$ cat config.mk
export PLATFORM = sky130hd
export DESIGN_NAME = fetch_stage_flat
export DESIGN_NICKNAME = d
export VERILOG_FILES = /design/src/rtl/fetch_stage_if.sv /design/src/rtl/fetch_stage.sv /design/src/flat_wrapper.sv
export SDC_FILE = /design/constraint.sdc
export NUM_CORES = 1
export LEC_CHECK = 0
export ABC_AREA = 1
export BUFFER_PORTS_ARGS = -buffer_cell sky130_fd_sc_hd__buf_4
export CAP_MARGIN = 20
export CORE_UTILIZATION = 40
export CTS_CLUSTER_DIAMETER = 50
export DETAILED_ROUTE_END_ITERATION = 8
export GPL_TIMING_DRIVEN = 0
export PLACE_DENSITY = 0.7
export SLEW_MARGIN = 20
export SYNTH_ARGS = -nofsm -noshare
export SYNTH_HDL_FRONTEND = slang
export SYNTH_SLANG_ARGS = --single-unit
$ cat constraint.sdc
create_clock -name CLK -period 2 [get_ports CLK]
set_clock_uncertainty 0.05 [all_clocks]
set_input_delay 0.2 -clock CLK [delete_from_list [all_inputs] [get_ports CLK]]
set_output_delay 0.2 -clock CLK [all_outputs]
set_load 0.02 [all_outputs]
$ cat src/rtl/fetch_stage_if.sv
// Instruction-fetch bus bundle: instruction-memory handshake, hazard
// controls from the pipeline, and the IF/ID register outputs.
interface fetch_stage_if;
    logic        ihit;
    logic [31:0] imemload;
    logic        iREN;
    logic [31:0] imemaddr;
    logic        stall_IFID;
    logic        flush_IFID;
    logic [31:0] redirect_pc;
    logic        halt;
    logic [31:0] instr_out;
    logic [31:0] npc_out;
    logic        valid_out;

    // Fetch-stage side of the bundle.
    modport master (
        input  ihit, imemload, stall_IFID, flush_IFID, redirect_pc, halt,
        output iREN, imemaddr, instr_out, npc_out, valid_out
    );

    // Environment side: memory and pipeline control.
    modport slave (
        output ihit, imemload, stall_IFID, flush_IFID, redirect_pc, halt,
        input  iREN, imemaddr, instr_out, npc_out, valid_out
    );
endinterface

$ cat src/rtl/fetch_stage.sv
// Pipeline fetch stage: owns the PC, issues instruction reads and fills the
// IF/ID register. A redirect that arrives while a read is outstanding parks
// its target in pend_pc; the stale word is dropped when it returns.
module fetch_stage #(
    parameter logic [31:0] PC_INIT = 32'h00000000
) (
    input  logic          CLK,
    input  logic          RST,
    fetch_stage_if.master bus
);

    typedef enum logic [1:0] {
        FETCH   = 2'd0,
        DISCARD = 2'd1,
        HALTED  = 2'd2
    } state_t;

    state_t      state_q;
    logic [31:0] pc_q;
    logic [31:0] pend_pc_q;
    logic [31:0] instr_q;
    logic [31:0] npc_q;
    logic        valid_q;
    logic        iren_q;

    logic [31:0] pc_inc_d;
    logic        advance_d;

    // Sequential PC increment, wraps naturally at 2^32.
    assign pc_inc_d  = pc_q + 32'd4;
    assign advance_d = (state_q == FETCH) & bus.ihit & ~bus.stall_IFID
                       & ~bus.flush_IFID & ~bus.halt;

    // Fetch FSM: priority is reset, halted, halt, flush, then normal flow.
    always_ff @(posedge CLK) begin
        if (RST) begin
            state_q   <= FETCH;
            pc_q      <= PC_INIT;
            pend_pc_q <= 32'h0;
            instr_q   <= 32'h0;
            npc_q     <= 32'h0;
            valid_q   <= 1'b0;
            iren_q    <= 1'b1;
        end else begin
            case (state_q)
                HALTED: begin
                    // Sticky until reset; IF/ID already holds a bubble.
                end
                FETCH, DISCARD: begin
                    if (bus.halt) begin
                        state_q <= HALTED;
                        iren_q  <= 1'b0;
                        instr_q <= 32'h0;
                        npc_q   <= 32'h0;
                        valid_q <= 1'b0;
                    end else if (bus.flush_IFID) begin
                        instr_q <= 32'h0;
                        npc_q   <= 32'h0;
                        valid_q <= 1'b0;
                        if (bus.ihit) begin
                            pc_q    <= bus.redirect_pc;
                            state_q <= FETCH;
                        end else begin
                            // Read still in flight: keep the address stable
                            // and remember where to go once it lands.
                            pend_pc_q <= bus.redirect_pc;
                            state_q   <= DISCARD;
                        end
                    end else if (state_q == DISCARD) begin
                        if (bus.ihit) begin
                            pc_q    <= pend_pc_q;
                            state_q <= FETCH;
                        end
                    end else if (advance_d) begin
                        instr_q <= bus.imemload;
                        npc_q   <= pc_inc_d;
                        valid_q <= 1'b1;
                        pc_q    <= pc_inc_d;
                    end
                end
                default: begin
                    state_q <= FETCH;
                end
            endcase
        end
    end

    assign bus.iREN      = iren_q;
    assign bus.imemaddr  = pc_q;
    assign bus.instr_out = instr_q;
    assign bus.npc_out   = npc_q;
    assign bus.valid_out = valid_q;

endmodule

$ cat src/flat_wrapper.sv
// flat-port wrapper written by rule: the top's interface ports become plain ports
module fetch_stage_flat 
#(
    parameter logic [31:0] PC_INIT = 32'h00000000
)
  (CLK, RST, bus_ihit, bus_imemload, bus_stall_IFID, bus_flush_IFID, bus_redirect_pc, bus_halt, bus_iREN, bus_imemaddr, bus_instr_out, bus_npc_out, bus_valid_out);
  fetch_stage_if bus_i ();
  input  logic CLK;
  input  logic RST;
  input wire logic [$bits(bus_i.ihit)-1:0] bus_ihit;
  input wire logic [$bits(bus_i.imemload)-1:0] bus_imemload;
  input wire logic [$bits(bus_i.stall_IFID)-1:0] bus_stall_IFID;
  input wire logic [$bits(bus_i.flush_IFID)-1:0] bus_flush_IFID;
  input wire logic [$bits(bus_i.redirect_pc)-1:0] bus_redirect_pc;
  input wire logic [$bits(bus_i.halt)-1:0] bus_halt;
  output wire logic [$bits(bus_i.iREN)-1:0] bus_iREN;
  output wire logic [$bits(bus_i.imemaddr)-1:0] bus_imemaddr;
  output wire logic [$bits(bus_i.instr_out)-1:0] bus_instr_out;
  output wire logic [$bits(bus_i.npc_out)-1:0] bus_npc_out;
  output wire logic [$bits(bus_i.valid_out)-1:0] bus_valid_out;
  assign bus_i.ihit = bus_ihit;
  assign bus_i.imemload = bus_imemload;
  assign bus_i.stall_IFID = bus_stall_IFID;
  assign bus_i.flush_IFID = bus_flush_IFID;
  assign bus_i.redirect_pc = bus_redirect_pc;
  assign bus_i.halt = bus_halt;
  assign bus_iREN = bus_i.iREN;
  assign bus_imemaddr = bus_i.imemaddr;
  assign bus_instr_out = bus_i.instr_out;
  assign bus_npc_out = bus_i.npc_out;
  assign bus_valid_out = bus_i.valid_out;
  fetch_stage #(.PC_INIT(PC_INIT)) u_core (.CLK(CLK), .RST(RST), .bus(bus_i));
endmodule
==> summary.md <==
Entering global routing, the biggest net connects 17 pins. The first global-routing pass estimated 31.48 mm of wire. In this run the tightest slew margin relative to its limit is 44.70%.

The clock reaches the later pin of the worst-skew pair after 0.43 ns. The routed design could run at a clock period as short as 1.891 ns. The cell sitting at the root of the clock tree is a sky130_fd_sc_hd__clkbuf_16. Share of synthesized registers carrying an async set or reset: 0%.

Final number of max-transition violations: 0. The critical path in this run is classified as flop to flop. The highest clock frequency the design can meet was 528.9 MHz. Counting flops with a built-in enable in the synthesized netlist gives 0. The worst-case IR drop observed on VDD is 0.0006255 V. TritonCTS built the clock tree. The number of hold-slack violations in the final timing report was 0.

The die covers 16170 um^2. The post-CTS clock slew at the launch and capture registers of the worst setup and hold paths came out at 0.06 ns. The routed length per instance works out to 14.91 um.

The region available for standard cell placement spans 15260 um^2. Internal power comes to 5115 uW. The type of origin of the critical path is a flop. The tools report the net switching power of the design as 1676 uW. Net switching is 24.68% of the power. For the worst setup path, the data required time is 2.24 ns. The effective utilization at floorplan was 41.06%.

The gate count after technology mapping was 898; the height of the die was 127.1 um. The number of DRC markers after the initial detailed-route iteration was 541; the number of clock sinks was 132. The cell area that synthesis handed to floorplanning was 6265 um^2. The tightest min-delay check is of the primary input to flop type. The tools report the total of max-cap violations as 0. From left edge to right edge, the die measures 127.1 um. The average instance in the mapped netlist occupies 6.976 um^2. The total I/O pin count is 168.

For this run, the register share of the synthesized area comes to 42.18%. Number of endpoints failing setup at the final stage: 0. The congestion estimate from routability-driven global placement came to 0.9046. Once layout is complete, the utilization of the core stands at 57.86%.

The routed via count divided by cell count is 4.880, and the cell count after placement is 1275. The power density relative to cell area was 769.3 nW/um^2; the detailed-routing iteration count for the pre-antenna-repair pass was 5. The clock passes through at most 2 buffers. The run gives 25.26% as the global-route total usage across every layer.

Setup repair after global routing could not meet its margin everywhere. The run gives 20.13 mm as the routed wire length. Summed over all cells, the static leakage comes to 0.003723 uW. The most used flip-flop cell after synthesis is sky130_fd_sc_hd__dfxtp_1. The library cell used most frequently in the layout, excluding fill and tap cells, is sky130_fd_sc_hd__nand2_1. For this run, the number of standard cells in the final layout without fillers is 1350.

Clock buffer count from CTS: 17. The number of antenna diodes in the final layout is 0. The run gives 6172 as the number of global-route vias before repair. The via total after detailed routing was 6588; the share of cells above drive strength 1 was 24.23%. The count of nets after finishing is 1197, and the combinational fraction of design power is 11.9%.

The tools report the sum of negative setup slack as 0 ns. The logs give 14.77 mm for the placed wire-length estimate and 0 for the number of antenna violations at the first check in global routing. For the aggregate global routing overflow, the log shows 0. The run finished with clean final reports. STA classifies the critical path endpoint as a flop. The transition time at the pin with the least slew margin was 0.8295 ns; the final period utilization was 94.54%. Along the worst path, the maximum fanout reaches 4. The post-CTS setup repair buffer count was 0; the setup slack of the worst register-to-register path was 0.11 ns. The library cells used most frequently in the layout, excluding fill and tap cells, are sky130_fd_sc_hd__nand2_1 (311), sky130_fd_sc_hd__buf_4 (167), sky130_fd_sc_hd__dfxtp_1 (131), sky130_fd_sc_hd__a21oi_1 (109), sky130_fd_sc_hd__nor2_1 (68).

In this run the tool buffered the top-level ports with 166 buffer cells. The number of different library cells used by synthesis comes to 34. The H-tree was split into 4 levels. During synthesis, Yosys emitted a total of 0 warnings. The clock power share is 47.1%.

At the worst endpoint, the arrival time is 2.13 ns. Of the total power, registers draw 41.0%. The number of nets in the synthesized netlist came out at 969. After detailed routing, the number of remaining DRC violations is 0. In this run the remaining antenna-violating nets after routing total 0. The register bit count reported by yosys was 132; the placement row count was 45. The signed area change from the synthesized netlist to the final layout is 40.92%.
[power by group through the flow]
| stage | registers [uW] | logic (uW) | clock network, uW |
|---|---|---|---|
| 4_1_cts | 2780 | 799 | 3230 |
| 5_1_grt | 2790 | 883 | 3350 |
| 6_report | 2780 | 809 | 3200 |
| 3_5_place_dp | 2840 | 726 | 0 |
| 3_3_place_gp | 2840 | 723 | 0 |
| 2_1_floorplan | 2870 | 366 | 0 |
[final cells by class]
type	instances	area, um^2
Fill cell	1421	6430
Multi-Input combinational cell	644	3098
Sequential cell	132	2644
Timing Repair Buffer	209	1677
Clock buffer	24	481.7
Buffer	50	270.3
Inverter	72	270.3
Tap cell	211	264.0
Clock inverter	8	123.9
[critical path, cell delays in order (launching register included)]
cell and delay (ns):
sky130_fd_sc_hd__dfxtp_1 0.38, sky130_fd_sc_hd__ha_2 0.23, sky130_fd_sc_hd__nand3_1 0.17, sky130_fd_sc_hd__nor2_2 0.17, sky130_fd_sc_hd__nand2_1 0.11, sky130_fd_sc_hd__inv_1 0.15, sky130_fd_sc_hd__nand2_1 0.07, sky130_fd_sc_hd__nand2_1 0.06
sky130_fd_sc_hd__nand2_1 0.10, sky130_fd_sc_hd__nand2_1 0.10, sky130_fd_sc_hd__nand2_1 0.05, sky130_fd_sc_hd__nand2_1 0.07, sky130_fd_sc_hd__a21oi_1 0.06
[synth_stat cells (all sizes together), types with 2 or more instances]
master	count	area share [%]
nand2	317	19
nand3	23	1.9
o21ai	57	4.6
a211oi	2	0.24
xnor2	5	0.70
and2	2	0.20
inv	72	4.3
a21oi	110	8.8
nand3b	6	0.72
clkbuf	20	1.2
a221oi	14	3.2
or2	8	0.80
xor2	10	1.6
buf	30	3.1
dfxtp	132	42
nor2	82	6.1
a31oi	2	0.20
[per-stage QoR]
stage	area, um^2	setup slack [ns]	hold WS [ns]	total power, uW
final	8828	0.1092	0.06482	6792
after global placement	7775	0.1156	0.3882	3559
after global routing	8828	-0.0004410	0.09110	7026
after CTS	8811	0.07144	0.06549	6815
after detailed placement	7775	0.09851	0.3890	3564
after floorplan	6265	0.2930	0.2849	3237
[cell families after synthesis]
family	after synthesis	synth area share, %
AO/OA/AOI/OAI	188	17.38
AND/OR/NAND/NOR	440	29.28
flip-flops	132	42.18
adder cells (fa/ha/maj)	1	0.1997
buffers and inverters	122	8.628
XOR/XNOR	15	2.337
[state kept, by name, summed over array words and instances (netlist names)]
register              cells
u_core.bus.iREN           1
u_core.pend_pc_q         32
u_core.bus.imemaddr      32
u_core.bus.instr_out     32
u_core.bus.valid_out      1
u_core.state_q            2
u_core.bus.npc_out       32
[layer usage]
metal | global-route usage [%] | wire length [um]
met5 | 0 | 0
met4 | 11.55 | 536
met3 | 4.355 | 1198
met2 | 40.05 | 9265
met1 | 33.59 | 9134
[final timing paths]
kind | from | to | depth (start not counted)
max | u_core.bus.imemaddr[3] | u_core.bus.imemaddr[20] | 12
min | bus_ihit | u_core.state_q[0] | 4
min reg2reg | u_core.pend_pc_q[11] | u_core.pend_pc_q[11] | 2
max reg2reg | u_core.bus.imemaddr[3] | u_core.bus.imemaddr[20] | 12
[what timing repair did]
item,CTS,global route
hold endpoints to repair,46,0
hold buffers,43,0
resized for setup,0,5
endpoints found under the setup margin,0,9
Note: power is estimated with default switching activity, not from simulation.
